**src/rtl/flex_frame_sr_pkg.sv**
```systemverilog
// Shared constants and helpers for the flexible serial frame receiver.
package flex_frame_sr_pkg;

    localparam int PARITY_NONE = 0;
    localparam int PARITY_EVEN = 1;
    localparam int PARITY_ODD  = 2;

    // A parity-checked frame carries one extra bit after the data bits.
    function automatic int frame_len(input int num_bits, input int parity_mode);
        return (parity_mode == PARITY_NONE) ? num_bits : num_bits + 1;
    endfunction

endpackage

```
**src/rtl/flex_counter.sv**
```systemverilog
// Up-counter that wraps to zero on the increment that reaches rollover_val.
// rollover_flag is combinational and marks the accept that completes a wrap.
module flex_counter #(
    parameter int WIDTH = 4
) (
    input  logic             clk,
    input  logic             n_rst,
    input  logic             clear,
    input  logic             count_enable,
    input  logic [WIDTH-1:0] rollover_val,
    output logic [WIDTH-1:0] count_out,
    output logic             rollover_flag
);

    logic [WIDTH-1:0] count_q;
    logic [WIDTH-1:0] count_d;
    logic [WIDTH-1:0] count_inc;

    assign count_inc = count_q + WIDTH'(1);

    // Next count: clear wins, otherwise increment and wrap at rollover_val.
    always_comb begin
        count_d       = count_q;
        rollover_flag = 1'b0;
        if (clear) begin
            count_d = '0;
        end else if (count_enable) begin
            if (count_inc == rollover_val) begin
                count_d       = '0;
                rollover_flag = 1'b1;
            end else begin
                count_d = count_inc;
            end
        end
    end

    // Count register.
    always_ff @(posedge clk or negedge n_rst) begin
        if (!n_rst) begin
            count_q <= '0;
        end else begin
            count_q <= count_d;
        end
    end

    assign count_out = count_q;

endmodule

```
**src/rtl/flex_frame_sr.sv**
```systemverilog
// Serial-to-parallel frame receiver with optional parity bit, a
// data_ready/data_read handshake and a sticky overrun flag.
import flex_frame_sr_pkg::*;

module flex_frame_sr #(
    parameter int NUM_BITS    = 8,
    parameter int SHIFT_MSB   = 0,
    parameter int PARITY_MODE = 0
) (
    input  logic                            clk,
    input  logic                            n_rst,
    input  logic                            clear,
    input  logic                            shift_enable,
    input  logic                            serial_in,
    input  logic                            data_read,
    output logic [NUM_BITS-1:0]             rcv_data,
    output logic                            data_ready,
    output logic                            frame_done,
    output logic                            parity_error,
    output logic                            overrun_error,
    output logic [$clog2(NUM_BITS+2)-1:0]   bit_count
);

    localparam int             CW          = $clog2(NUM_BITS + 2);
    localparam int             FRAME_LEN   = frame_len(NUM_BITS, PARITY_MODE);
    localparam logic [CW-1:0]  FRAME_LEN_C = CW'(FRAME_LEN);
    localparam logic [CW-1:0]  NUM_BITS_C  = CW'(NUM_BITS);

    logic [NUM_BITS-1:0] shift_q, shift_d;
    logic [NUM_BITS-1:0] rcv_data_q, rcv_data_d;
    logic                data_ready_q, data_ready_d;
    logic                frame_done_q, frame_done_d;
    logic                parity_error_q, parity_error_d;
    logic                overrun_error_q, overrun_error_d;

    logic [CW-1:0]       count_w;
    logic                frame_complete;
    logic                accept;
    logic                data_bit;
    logic                parity_sum;
    logic                read_ack;
    logic [NUM_BITS-1:0] shifted;

    assign accept     = shift_enable & ~clear;
    // Accepted bits 1..NUM_BITS are data; anything past that is the parity bit.
    assign data_bit   = accept & (count_w < NUM_BITS_C);
    assign parity_sum = (^shift_q) ^ serial_in;
    assign read_ack   = data_read & data_ready_q;

    flex_counter #(
        .WIDTH (CW)
    ) u_bit_counter (
        .clk           (clk),
        .n_rst         (n_rst),
        .clear         (clear),
        .count_enable  (shift_enable),
        .rollover_val  (FRAME_LEN_C),
        .count_out     (count_w),
        .rollover_flag (frame_complete)
    );

    // Register contents after shifting serial_in in the configured direction.
    always_comb begin
        shifted = shift_q;
        if (SHIFT_MSB == 0) begin
            shifted = {serial_in, shift_q[NUM_BITS-1:1]};
        end else begin
            shifted = {shift_q[NUM_BITS-2:0], serial_in};
        end
    end

    // Shift register, frame capture, parity check and handshake/overrun.
    always_comb begin
        shift_d         = shift_q;
        rcv_data_d      = rcv_data_q;
        data_ready_d    = data_ready_q;
        frame_done_d    = 1'b0;
        parity_error_d  = parity_error_q;
        overrun_error_d = overrun_error_q;

        if (clear) begin
            shift_d = '1;
        end else if (data_bit) begin
            shift_d = shifted;
        end

        if (frame_complete) begin
            // With parity off the completing bit is a data bit, so capture
            // the post-shift value; with parity on shift_d equals shift_q.
            rcv_data_d   = shift_d;
            data_ready_d = 1'b1;
            frame_done_d = 1'b1;
            case (PARITY_MODE)
                PARITY_EVEN: parity_error_d = parity_sum;
                PARITY_ODD:  parity_error_d = ~parity_sum;
                default:     parity_error_d = 1'b0;
            endcase
            if (data_ready_q && !data_read) begin
                overrun_error_d = 1'b1;
            end else if (read_ack) begin
                overrun_error_d = 1'b0;
            end
        end else if (read_ack) begin
            data_ready_d    = 1'b0;
            overrun_error_d = 1'b0;
        end
    end

    // State registers; reset loads the shift and output registers with ones.
    always_ff @(posedge clk or negedge n_rst) begin
        if (!n_rst) begin
            shift_q         <= '1;
            rcv_data_q      <= '1;
            data_ready_q    <= 1'b0;
            frame_done_q    <= 1'b0;
            parity_error_q  <= 1'b0;
            overrun_error_q <= 1'b0;
        end else begin
            shift_q         <= shift_d;
            rcv_data_q      <= rcv_data_d;
            data_ready_q    <= data_ready_d;
            frame_done_q    <= frame_done_d;
            parity_error_q  <= parity_error_d;
            overrun_error_q <= overrun_error_d;
        end
    end

    assign rcv_data      = rcv_data_q;
    assign data_ready    = data_ready_q;
    assign frame_done    = frame_done_q;
    assign parity_error  = parity_error_q;
    assign overrun_error = overrun_error_q;
    assign bit_count     = count_w;

endmodule
```
**config.mk**
```make
export PLATFORM = sky130hd
export DESIGN_NAME = flex_frame_sr
export DESIGN_NICKNAME = d
export VERILOG_FILES = /design/src/rtl/flex_frame_sr_pkg.sv /design/src/rtl/flex_counter.sv /design/src/rtl/flex_frame_sr.sv
export SDC_FILE = /design/constraint.sdc
export NUM_CORES = 1
export LEC_CHECK = 0
export CAP_MARGIN = 10
export CELL_PAD_IN_SITES_DETAIL_PLACEMENT = 1
export CELL_PAD_IN_SITES_GLOBAL_PLACEMENT = 2
export CORE_MARGIN = 5
export CORE_UTILIZATION = 26
export DETAILED_ROUTE_END_ITERATION = 8
export PLACE_DENSITY = 0.64
export RECOVER_POWER = 100
export SYNTH_ARGS = -nofsm -noshare
export SYNTH_HDL_FRONTEND = slang
export SYNTH_SLANG_ARGS = --single-unit
export TNS_END_PERCENT = 1
```
**constraint.sdc**
```tcl
create_clock -name clk -period 1.9 [get_ports clk]
set_clock_uncertainty 0.15 [all_clocks]
set_input_delay 0.57 -clock clk [delete_from_list [all_inputs] [get_ports clk]]
set_output_delay 0.57 -clock clk [all_outputs]
set_load 0.1 [all_outputs]
```
Word level (Yosys, flattened, before mapping)
Cells that the tools add are included.
{"block": "totals", "regBits": 23, "in_bits": 6, "output_inout_bits": 16}
{"block": "op_classes", "addsub": 1, "magnitude_cmp": 1, "n_eq_ne": 1, "muxes": 14, "bitwise": 4, "n_reduce_logical": 4}
{"op": "8-bit two-way mux", "n": 2}
{"op": "4-bit two-way mux", "n": 3}
{"op": "1-bit two-way mux", "n": 9}
{"op": "4-bit by 1-bit adder with 4-bit output (second input constant)", "n": 1}
{"op": "4-bit equality test (second input constant)", "n": 1}
{"op": "4-bit less-than comparator (second input constant)", "n": 1}
{"op": "2-bit nonzero test", "n": 2}
{"op": "1-bit AND", "n": 3}
{"op": "1-bit logical AND", "n": 1}
{"op": "1-bit zero test", "n": 1}
{"op": "1-bit inverter", "n": 1}

Logic depth before layout (Yosys ltp)
Gate-level depths: netlist of the first run.
{"block": "depth", "ltp_word": 6, "ltp_mapped": 6, "depth_no_buf": 5}

Hierarchy
A second synthesis of the first run with hierarchy kept.
{"block": "hier_totals", "cells_unflattened": 91, "area_unflattened_um2": 1056.0}
{"module": "flex_frame_sr", "n_inst": 1, "cells_each": 63, "area_each_um2": 772.0}
{"module": "flex_counter", "n_inst": 1, "cells_each": 28, "area_each_um2": 284.0}

Worst setup path before layout of the first run
OpenSTA, ideal clock, no wires.
{"block": "synth_timing", "path_kind": "reg-to-reg", "start": "register u_bit_counter.count_q[0] (netlist: u_bit_counter.count_out[0])", "end": "register rcv_data_q[0] (netlist: rcv_data[0])", "setup_ps": 82, "arrival_time_ps": 2104, "required_ps": 1668, "slack_ps": -436, "stages_incl_launch_ff": 7, "path_buffers": 1, "synth_period_minus_slack_ps": 2336, "path_cell_list": "dfrtp_1 ha_1 nand2_2 nor3b_2 and2_1 buf_6 mux2_4"}
{"block": "synth_between", "elab_chain_cells": 5}
{"element": "start: declaration", "line": "flex_counter.sv:15", "rtl": "logic [WIDTH-1:0] count_q;"}
{"element": "start signal: assignment", "line": "flex_counter.sv:42", "rtl": "count_q <= count_d;"}
{"element": "4-bit by 1-bit adder with 4-bit output", "line": "flex_counter.sv:19", "rtl": "assign count_inc = count_q + WIDTH'(1);"}
{"element": "4-bit equality test", "line": "flex_counter.sv:28", "rtl": "if (count_inc == rollover_val) begin"}
{"element": "1-bit two-way mux", "line": "flex_counter.sv:28"}
{"element": "1-bit two-way mux", "line": "flex_counter.sv:27", "rtl": "end else if (count_enable) begin"}
{"element": "1-bit two-way mux", "line": "flex_counter.sv:25", "rtl": "if (clear) begin"}
{"element": "end signal: assignment", "line": "flex_frame_sr.sv:120", "rtl": "rcv_data_q <= rcv_data_d;"}
{"element": "end: declaration", "line": "flex_frame_sr.sv:30", "rtl": "logic [NUM_BITS-1:0] rcv_data_q, rcv_data_d;"}
Several ways; a longest one is shown, not always the timed one.
A chain may end at the register's enable or synchronous reset.

Worst setup path after layout of the first run
{"block": "layout_timing", "start": "register rcv_data_q[5] (netlist: rcv_data[5])", "end": "output port rcv_data[5]"}
{"element": "end: declaration", "line": "flex_frame_sr.sv:16", "rtl": "output logic [NUM_BITS-1:0] rcv_data,"}
No word-level cell between the ends.

==> report_table.html, run 1 <==
<table>
<tr><th>Metric</th><th>Value</th></tr>
<tr><th colspan="2">Cells and area</th></tr>
<tr><td>Fraction of final layout cells with drive strength greater than 1</td><td>51.30%</td></tr>
<tr><td>Count of nets after finishing</td><td>123</td></tr>
<tr><td>Layout-stage area growth over the synthesis result</td><td>35.66%</td></tr>
<tr><td>Diodes inserted</td><td>0</td></tr>
<tr><td>Combined area of the multi-input logic cells</td><td>375.4 µm²</td></tr>
<tr><td>Number of fill cells</td><td>443</td></tr>
<tr><td>Final std cells w/o fill</td><td>163</td></tr>
<tr><td>FF/Latch Area</td><td>606.8 µm²</td></tr>
<tr><th colspan="2">Timing</th></tr>
<tr><td>Hold WS</td><td>0.3710 ns</td></tr>
<tr><td>Final setup vio count</td><td>0</td></tr>
<tr><td>Worst slew margin relative to its limit</td><td>about 63%</td></tr>
<tr><td>Peak Freq</td><td>0.5537 GHz</td></tr>
<tr><td>Setup repair after global routing missed its margin</td><td>no</td></tr>
<tr><td>Crit share post-route</td><td>95.05%</td></tr>
<tr><td>Number of slew-limit violations in the final report</td><td>0</td></tr>
<tr><td>Crit path time final</td><td>roughly 1.8 ns</td></tr>
<tr><td>Final Hold Viols</td><td>0</td></tr>
<tr><td>Slew @ Worst Pin</td><td>approximately 0.55 ns</td></tr>
<tr><th colspan="2">Die</th></tr>
<tr><td>Number of I/O pins</td><td>22</td></tr>
<tr><td>Area enclosed by the die boundary</td><td>approximately 5300 µm²</td></tr>
<tr><td>Width of the die</td><td>72.67 µm</td></tr>
<tr><td>Core Rows</td><td>22</td></tr>
<tr><td>Core area</td><td>3744 µm²</td></tr>
<tr><td>Vertical extent of the die</td><td>just over 70 µm</td></tr>
<tr><td>Initial cell density of the core</td><td>27.27%</td></tr>
<tr><th colspan="2">Drt</th></tr>
<tr><td>Overall routed net length</td><td>2154 µm</td></tr>
<tr><td>Met2 Wirelength</td><td>1024 µm</td></tr>
<tr><td>DRC viols</td><td>0</td></tr>
<tr><td>Via count</td><td>about 700</td></tr>
<tr><td>Amount of wire on met3 after detailed routing</td><td>56 µm</td></tr>
<tr><td>Met1 Routed Length</td><td>1040 µm</td></tr>
<tr><td>Number of nets still failing antenna checks after routing</td><td>0</td></tr>
<tr><td>Routed via count divided by cell count</td><td>about 4.3</td></tr>
<tr><td>Wire per inst</td><td>13.21 µm</td></tr>
<tr><td>Iteration count of the initial detailed-routing pass</td><td>4</td></tr>
<tr><td>Highest routed layer</td><td>met4</td></tr>
<tr><td>DRC violation total after the first TritonRoute iteration</td><td>17</td></tr>
<tr><th colspan="2">Synthesis</th></tr>
<tr><td>Library cells used by synthesis</td><td>26</td></tr>
<tr><td>Flip-flop and latch count after synthesis</td><td>23</td></tr>
<tr><td>Gate count of the mapped netlist</td><td>between 80 and 90</td></tr>
<tr><td>Syn Nets</td><td>90</td></tr>
<tr><td>Synthesized area divided by synthesized cell count</td><td>12.30 µm²</td></tr>
<tr><td>Yosys warning total</td><td>0</td></tr>
<tr><td>Post-synthesis cell area</td><td>about 1000 µm²</td></tr>
<tr><td>Proportion of synthesized chip area in sequential cells</td><td>a little under 60%</td></tr>
<tr><th colspan="2">Global routing</th></tr>
<tr><td>Grt ovf</td><td>0</td></tr>
<tr><td>Total track usage</td><td>8.648%</td></tr>
<tr><td>Vias in the first global route</td><td>about 750</td></tr>
<tr><td>Initial antenna violation count</td><td>0</td></tr>
<tr><td>First-pass GRT wire length</td><td>3505 µm</td></tr>
<tr><td>Maximum number of pins on one net before global-route repair</td><td>24</td></tr>
<tr><th colspan="2">Outcome</th></tr>
<tr><td>Result of the run</td><td>complete, no violations</td></tr>
<tr><th colspan="2">Setup path</th></tr>
<tr><td>Slowest cell on the critical path</td><td>sky130_fd_sc_hd__dfstp_2</td></tr>
<tr><td>Number of gates on the worst path with buffers counted</td><td>1</td></tr>
<tr><td>Kind of end point of the critical path</td><td>output port</td></tr>
<tr><td>Sort of element at the start of the critical path</td><td>register</td></tr>
<tr><td>Critical path data required time</td><td>1.18 ns</td></tr>
<tr><td>Critical path type</td><td>register to output port</td></tr>
<tr><td>Critical Path Fanout Max</td><td>2</td></tr>
<tr><td>Worst-path cell chain</td><td>buf_4</td></tr>
<tr><td>Max incr delay on CP</td><td>~0.54 ns</td></tr>
<tr><td>Arr. time, crit path</td><td>1.09 ns</td></tr>
<tr><td>Buffers &amp; Inverters on Critical Path</td><td>1</td></tr>
<tr><td>Length in cells of the worst reg-to-reg path</td><td>6</td></tr>
<tr><td>Cell family with the largest share of critical-path delay</td><td>flip-flops</td></tr>
<tr><th colspan="2">Min path</th></tr>
<tr><td>Worst min path class</td><td>register to register</td></tr>
<tr><td>Hold path cells</td><td>1</td></tr>
<tr><th colspan="2">Placement</th></tr>
<tr><td>Placer Congestion</td><td>0.7627</td></tr>
<tr><td>Inst Count DP</td><td>158</td></tr>
<tr><td>Post-DP HPWL</td><td>1589 µm</td></tr>
<tr><td>Port buffer count</td><td>20</td></tr>
<tr><th colspan="2">Clocking</th></tr>
<tr><td>Number of CTS-inserted buffers</td><td>3</td></tr>
<tr><td>Total clock sinks</td><td>23</td></tr>
<tr><td>Number of buffers on the longest clock path</td><td>2</td></tr>
<tr><td>Clock tree from TritonCTS</td><td>done</td></tr>
<tr><td>Cell chosen for the clock root</td><td>sky130_fd_sc_hd__clkbuf_8</td></tr>
<tr><td>Clock transition time at the flip-flop clock pins of the worst setup and hold paths</td><td>0.08 ns</td></tr>
<tr><td>Source-to-sink clock delay at the later pin of the worst-skew pair</td><td>0.26 ns</td></tr>
<tr><td>Maximum level of the CTS H-tree</td><td>1</td></tr>
<tr><th colspan="2">Power</th></tr>
<tr><td>Peak ir drop on the vdd network</td><td>0.2948 mV</td></tr>
<tr><td>Power per standard cell area</td><td>roughly 660 nW/µm²</td></tr>
<tr><td>Static leakage</td><td>around 0.60 nW</td></tr>
<tr><th colspan="2">Job</th></tr>
<tr><td>Max-cap violations</td><td>0</td></tr>
</table>
[Yosys cell counts]
master | number | share of area, %
sky130_fd_sc_hd__and2_1 | 1 | 0.61
sky130_fd_sc_hd__nand2b_1 | 2 | 1.2
sky130_fd_sc_hd__buf_1 | 1 | 0.37
sky130_fd_sc_hd__buf_6 | 2 | 2.2
sky130_fd_sc_hd__nand2_2 | 1 | 0.61
sky130_fd_sc_hd__conb_1 | 1 | 0.37
sky130_fd_sc_hd__xnor2_1 | 2 | 1.7
sky130_fd_sc_hd__clkbuf_1 | 1 | 0.37
sky130_fd_sc_hd__nor3_2 | 2 | 2.0
sky130_fd_sc_hd__a21o_1 | 1 | 0.74
sky130_fd_sc_hd__mux2_4 | 8 | 12
sky130_fd_sc_hd__ha_1 | 1 | 1.2
sky130_fd_sc_hd__dfrtp_1 | 7 | 17
sky130_fd_sc_hd__nor3b_2 | 1 | 1.2
sky130_fd_sc_hd__nand3_1 | 2 | 0.98
sky130_fd_sc_hd__nor3_1 | 6 | 2.9
sky130_fd_sc_hd__inv_1 | 1 | 0.37
sky130_fd_sc_hd__dfstp_2 | 16 | 41
sky130_fd_sc_hd__buf_2 | 1 | 0.49
sky130_fd_sc_hd__a31oi_1 | 1 | 0.61
sky130_fd_sc_hd__buf_4 | 1 | 0.74
sky130_fd_sc_hd__mux2i_1 | 1 | 0.98
sky130_fd_sc_hd__nand2_1 | 1 | 0.37
sky130_fd_sc_hd__a21oi_1 | 10 | 4.9
sky130_fd_sc_hd__nor2_1 | 11 | 4.0
sky130_fd_sc_hd__xor2_1 | 1 | 0.86
[where the power goes]
part	total [W]	internal, W	leakage [nW]	switching [W]
sequential	0.000511	0.000503	0.258	0.00000891
combinational	0.000109	0.0000323	0.317	0.0000771
clock	0.000297	0.000149	0.0228	0.000148
total	0.000918	0.000684	0.598	0.000234
[sequential cells by signal (all words and copies together) (netlist names), named ones only]
register / count
data_ready: 1
shift_q: 8
frame_done: 1
rcv_data: 8
u_bit_counter.count_out: 4
[through the flow]
stage	cell area [µm²]	total power, W	setup TNS, ns	util [%]	setup slack, ns
3_3_place_gp	1524	0.0006469	-2.799	40.71	-0.3105
3_5_place_dp	1524	0.0006482	-3.273	40.71	-0.3682
6_report	1385	0.0009177	0	37.00	0.09405
2_1_floorplan	1046	0.0005901	0	-	0.02575
4_1_cts	1585	0.0009527	0	42.35	0.1135
5_1_grt	1385	0.0009668	0	37.00	0.03597
[area by class of cell]
class                   count  share of cell area (%)
repair buffers             34                   21.23
inverters                   1                  0.2710
multi-input cells          53                   27.10
flip-flops and latches     23                   43.81
clock buffers               4                   3.252
well taps                  48                   4.336
[layout by cell type, fill, tap and decap left out, types with 3 or more instances in the layout]
| cell | instances |
|---|---|
| sky130_fd_sc_hd__dfrtp_1 | 4 |
| sky130_fd_sc_hd__mux2_1 | 5 |
| sky130_fd_sc_hd__clkbuf_4 | 3 |
| sky130_fd_sc_hd__buf_4 | 18 |
| sky130_fd_sc_hd__mux2_4 | 3 |
| sky130_fd_sc_hd__nor2_1 | 11 |
| sky130_fd_sc_hd__buf_6 | 3 |
| sky130_fd_sc_hd__nor3_1 | 6 |
| sky130_fd_sc_hd__clkdlybuf4s50_1 | 3 |
| sky130_fd_sc_hd__dfstp_2 | 16 |
| sky130_fd_sc_hd__clkbuf_8 | 3 |
| sky130_fd_sc_hd__a21oi_1 | 10 |
| sky130_fd_sc_hd__dfrtp_4 | 3 |
[final timing paths]
kind                                                 start                          to  slack [ns]
worst max register to register  u_bit_counter.count_out[0]                 rcv_data[3]        0.20
worst min-delay path                            data_ready                    register        0.37
min in group asynchronous                            n_rst                   async pin        0.67
worst min register to register                  data_ready                    register        0.37
max in group asynchronous                            n_rst  u_bit_counter.count_out[2]        0.51
worst max-delay path                           rcv_data[5]                 rcv_data[5]        0.09
[kinds of logic (layout without fill, tap and decap cells)]
| family | after synthesis | count (layout) | synth area share [%] |
|---|---|---|---|
| xor gates and xnor gates | 3 | 3 | 2.574 |
| buffers and inverters | 7 | 39 | 4.533 |
| adders and majority gates | 1 | 1 | 1.225 |
| other | 1 | 1 | 0.3673 |
| muxes | 9 | 9 | 12.75 |
| AOI/OAI and AO/OA | 12 | 12 | 6.251 |
| and+or+nand+nor | 27 | 27 | 13.97 |
| DFF | 23 | 23 | 58.33 |
[what timing repair did]
action	in CTS	in global routing
gates resized for setup	4	0
endpoints found under the setup margin	8	0
buffers inserted	1	0
hold buffers	0	0
[per-layer routing]
layer  GRT usage [%]  vias to the layer above
met5               0                        -
met2           13.33                       12
met4           4.303                        0
li1                -                      345
met3           2.342                        4
met1           11.09                      346
No activity file was read; power rests on OpenSTA's default activity.
==> run 2, diff against run 1 <==
--- a/config.mk
+++ b/config.mk
@@ -9,9 +9,9 @@
 export CELL_PAD_IN_SITES_DETAIL_PLACEMENT = 1
 export CELL_PAD_IN_SITES_GLOBAL_PLACEMENT = 2
 export CORE_MARGIN = 5
-export CORE_UTILIZATION = 26
+export CORE_UTILIZATION = 32
 export DETAILED_ROUTE_END_ITERATION = 8
-export PLACE_DENSITY = 0.64
+export PLACE_DENSITY = 0.76
 export RECOVER_POWER = 100
 export SYNTH_ARGS = -nofsm -noshare
 export SYNTH_HDL_FRONTEND = slang
==> run 2 against run 1 <==
Via count decreased by 0.28%; routed wire length increased by 1.0%; sequential power about the same; cell count decreased by 4.3%; sequential cell count unchanged; critical path depth increased by 5; total power decreased by 6.7%; sequential share of layout area decreased by 3.3 points; clock power decreased by 24%; global-route usage increased by 2.1 points; critical endpoint is now rcv_data[4]; highest routed layer unchanged.
==> report_table.html, run 2 (synthesis gave the netlist of run 1 again) <==
<table>
<tr><th>Metric</th><th>Value</th></tr>
<tr><th colspan="2">Clocking</th></tr>
<tr><td>Clock transition time at the flip-flop clock pins of the worst setup and hold paths</td><td>0.13 ns (+0.05 ns)</td></tr>
<tr><td>Total clock sinks</td><td>23 (unchanged)</td></tr>
<tr><td>Source-to-sink clock delay at the later pin of the worst-skew pair</td><td>0.30 ns (+0.04 ns)</td></tr>
<tr><td>Number of buffers on the longest clock path</td><td>2 (unchanged)</td></tr>
<tr><td>Hold_buf cts</td><td>0 (unchanged)</td></tr>
<tr><td>Maximum level of the CTS H-tree</td><td>1 (unchanged)</td></tr>
<tr><td>Number of CTS-inserted buffers</td><td>3 (unchanged)</td></tr>
<tr><td>Cell chosen for the clock root</td><td>sky130_fd_sc_hd__clkbuf_4</td></tr>
<tr><td>Clock tree from TritonCTS</td><td>done</td></tr>
<tr><th colspan="2">Power</th></tr>
<tr><td>Sw frac</td><td>27.72% (+2.3 points)</td></tr>
<tr><td>Peak ir drop on the vdd network</td><td>0.2615 mV (-11%)</td></tr>
<tr><td>Switch Pwr</td><td>0.0002374 W (+1.6%)</td></tr>
<tr><td>Static leakage</td><td>0.6154 nW (+3.0%)</td></tr>
<tr><td>Portion of total power attributed to sequential cells</td><td>59.8% (+4.1 points)</td></tr>
<tr><td>Power per standard cell area</td><td>572.2 nW/µm² (-14%)</td></tr>
<tr><td>Share of power burned in the clock network</td><td>26.5% (-5.8 points)</td></tr>
<tr><td>Internal Dissipation</td><td>0.0006189 W (-9.5%)</td></tr>
<tr><td>Gate power share</td><td>13.8% (+1.9 points)</td></tr>
<tr><td>PnR Total Power</td><td>0.0008563 W (-6.7%)</td></tr>
<tr><th colspan="2">Global routing</th></tr>
<tr><td>Initial antenna violation count</td><td>0 (unchanged)</td></tr>
<tr><td>Most Used Layer, Global Route</td><td>met2</td></tr>
<tr><td>Total track usage</td><td>10.72% (+2.1 points)</td></tr>
<tr><td>First-pass GRT wire length</td><td>3650 µm (+4.1%)</td></tr>
<tr><td>Vias in the first global route</td><td>759 (+1.5%)</td></tr>
<tr><td>GR Util met3</td><td>1.855% (-0.49 points)</td></tr>
<tr><td>Maximum number of pins on one net before global-route repair</td><td>24 (unchanged)</td></tr>
<tr><td>Grt ovf</td><td>0 (unchanged)</td></tr>
<tr><td>Global routing usage on met1</td><td>13.68% (+2.6 points)</td></tr>
<tr><td>Met2 GRT Util</td><td>17.97% (+4.6 points)</td></tr>
<tr><th colspan="2">Setup path</th></tr>
<tr><td>Capture point of the worst reg-to-reg path</td><td>rcv_data[4]</td></tr>
<tr><td>R2r setup slk</td><td>0.08 ns (-0.12 ns)</td></tr>
<tr><td>Termination of the worst setup path</td><td>rcv_data[4]</td></tr>
<tr><td>Worst setup path startpoint</td><td>u_bit_counter.count_out[0]</td></tr>
<tr><td>Beginning of the worst register-to-register path</td><td>u_bit_counter.count_out[0]</td></tr>
<tr><td>Sort of element at the start of the critical path</td><td>register</td></tr>
<tr><td>Arr. time, crit path</td><td>1.92 ns (+0.83 ns)</td></tr>
<tr><td>Critical Path Fanout Max</td><td>10 (+8)</td></tr>
<tr><td>Kind of end point of the critical path</td><td>register</td></tr>
<tr><td>Length in cells of the worst reg-to-reg path</td><td>6 (unchanged)</td></tr>
<tr><td>Critical path type</td><td>register to register</td></tr>
<tr><td>Critical path data required time</td><td>2.00 ns (+0.82 ns)</td></tr>
<tr><th colspan="2">Drt</th></tr>
<tr><td>Number of nets still failing antenna checks after routing</td><td>0 (unchanged)</td></tr>
<tr><td>Wire per inst</td><td>13.95 µm (+5.6%)</td></tr>
<tr><td>Routed via count divided by cell count</td><td>4.519 (+4.2%)</td></tr>
<tr><td>Via count</td><td>705 (-0.28%)</td></tr>
<tr><td>DRC viols</td><td>0 (unchanged)</td></tr>
<tr><td>Iteration count of the initial detailed-routing pass</td><td>4 (unchanged)</td></tr>
<tr><td>DRC violation total after the first TritonRoute iteration</td><td>28 (+11)</td></tr>
<tr><td>Overall routed net length</td><td>2176 µm (+1.0%)</td></tr>
<tr><th colspan="2">Timing</th></tr>
<tr><td>Crit path time final</td><td>1.821 ns (+0.01506 ns)</td></tr>
<tr><td>Number of slew-limit violations in the final report</td><td>0 (unchanged)</td></tr>
<tr><td>Final setup vio count</td><td>0 (unchanged)</td></tr>
<tr><td>Setup repair after global routing missed its margin</td><td>no</td></tr>
<tr><td>Peak Freq</td><td>0.5491 GHz (-0.83%)</td></tr>
<tr><td>Setup TNS</td><td>0 ns (unchanged)</td></tr>
<tr><td>Slew @ Worst Pin</td><td>0.5599 ns (+0.006367 ns)</td></tr>
<tr><td>Worst slew margin relative to its limit</td><td>62.68% (-0.42 points)</td></tr>
<tr><td>Crit share post-route</td><td>95.84% (+0.79 points)</td></tr>
<tr><td>Final Hold Viols</td><td>0 (unchanged)</td></tr>
<tr><th colspan="2">Cells and area</th></tr>
<tr><td>FF/Latch Area</td><td>606.8 µm² (unchanged)</td></tr>
<tr><td>Most frequent standard cell in the layout excluding fill and tap cells</td><td>sky130_fd_sc_hd__dfstp_2</td></tr>
<tr><td>Combined area of the multi-input logic cells</td><td>405.4 µm² (+8.0%)</td></tr>
<tr><td>Diodes inserted</td><td>0 (unchanged)</td></tr>
<tr><td>Core utilization of the finished layout</td><td>49.02% (+12 points)</td></tr>
<tr><td>Commonest cells after routing, fill and taps aside</td><td>sky130_fd_sc_hd__dfstp_2 (12), sky130_fd_sc_hd__nor2_1 (11), sky130_fd_sc_hd__buf_12 (11), sky130_fd_sc_hd__a21oi_1 (10), sky130_fd_sc_hd__clkbuf_4 (8)</td></tr>
<tr><td>Fraction of final layout cells with drive strength greater than 1</td><td>54.46% (+3.2 points)</td></tr>
<tr><td>Layout-stage area growth over the synthesis result</td><td>46.57%</td></tr>
<tr><td>Count of nets after finishing</td><td>120 (-2.4%)</td></tr>
<tr><td>Number of fill cells</td><td>338 (-24%)</td></tr>
<tr><th colspan="2">Placement</th></tr>
<tr><td>Placer Congestion</td><td>0.7860 (+3.1%)</td></tr>
<tr><td>Port buffer count</td><td>20 (unchanged)</td></tr>
<tr><td>Post-DP HPWL</td><td>1579 µm (-0.60%)</td></tr>
<tr><th colspan="2">Min path</th></tr>
<tr><td>Hold path cells</td><td>1 (unchanged)</td></tr>
<tr><td>Worst min path class</td><td>register to register</td></tr>
<tr><th colspan="2">Job</th></tr>
<tr><td>Max-cap violations</td><td>0 (unchanged)</td></tr>
<tr><th colspan="2">Die</th></tr>
<tr><td>Number of I/O pins</td><td>22 (unchanged)</td></tr>
<tr><td>Area enclosed by the die boundary</td><td>4420 µm² (-16%)</td></tr>
<tr><td>Core area</td><td>3053 µm² (-18%)</td></tr>
<tr><td>Core Rows</td><td>20 (-9.1%)</td></tr>
<tr><td>Initial cell density of the core</td><td>33.44% (+6.2 points)</td></tr>
<tr><td>Width of the die</td><td>66.49 µm (-8.5%)</td></tr>
<tr><td>Vertical extent of the die</td><td>66.49 µm (-8.5%)</td></tr>
<tr><th colspan="2">Outcome</th></tr>
<tr><td>Result of the run</td><td>complete, no violations</td></tr>
</table>
==> run 2: area by class of cell <==
cell class,count,share of cell area (%)
Tap cell,44,3.679
Multi-Input combinational cell,53,27.09
Timing Repair Buffer,31,26.59
Inverter,1,0.2508
Sequential cell,23,40.55
Clock inverter,1,0.3344
Clock buffer,3,1.505
==> run 2: worst min-delay path by stage <==
stage	from	end	slack, ns
finish	data_ready	register	0.36
global route	data_ready	register	0.41
CTS	shift_q[5]	shift_q[5]	0.40
detailed placement	shift_q[5]	shift_q[5]	0.38
global placement	shift_q[5]	shift_q[5]	0.37
floorplan	n_rst	async pin	0.12
==> run 2: through the flow <==
| step | cells | setup WS (ns) | hold WS [ns] | area (µm²) |
|---|---|---|---|---|
| floorplan | 83 | 0.02575 | 0.1244 | 1046 |
| global placement | 152 | -0.2994 | 0.3745 | 1516 |
| detailed placement | 152 | -0.3894 | 0.3817 | 1516 |
| CTS | 156 | 0.002199 | 0.4006 | 1556 |
| global route | 156 | 0.03804 | 0.4149 | 1496 |
| finish | 156 | 0.07899 | 0.3640 | 1496 |
==> run 2: repair_timing <==
item	CTS	global route
resized for setup	3	4
buffers inserted	0	0
gates cloned	0	0
setup endpoints to repair	8	8
endpoints found under the hold margin	0	0
pin swaps	0	0
==> run 2: power groups by stage <==
stage                     clock network, W  registers (W)  logic [W]
after floorplan                          0       0.000552  0.0000385
after global placement                   0       0.000522   0.000125
after detailed placement                 0       0.000522   0.000127
after CTS                         0.000239       0.000514   0.000128
after global routing              0.000255       0.000513   0.000128
final                             0.000227       0.000512   0.000118
==> run 2: critical path, stage by stage (launching register included) <==
cell,delay [ns]
sky130_fd_sc_hd__dfrtp_4,0.48
sky130_fd_sc_hd__ha_4,0.15
sky130_fd_sc_hd__nand2_2,0.06
sky130_fd_sc_hd__nor3b_1,0.27
sky130_fd_sc_hd__and2_4,0.20
sky130_fd_sc_hd__buf_12,0.14
sky130_fd_sc_hd__mux2_1,0.32
==> run 2: routing by layer <==
metal | wire (µm) | share of wire [%] | up-vias
met5 | 0 | 0 | -
met4 | 33 | 1.5 | 0
met3 | 61 | 2.8 | 4
met2 | 1134 | 52 | 14
met1 | 947 | 44 | 354
li1 | - | - | 333
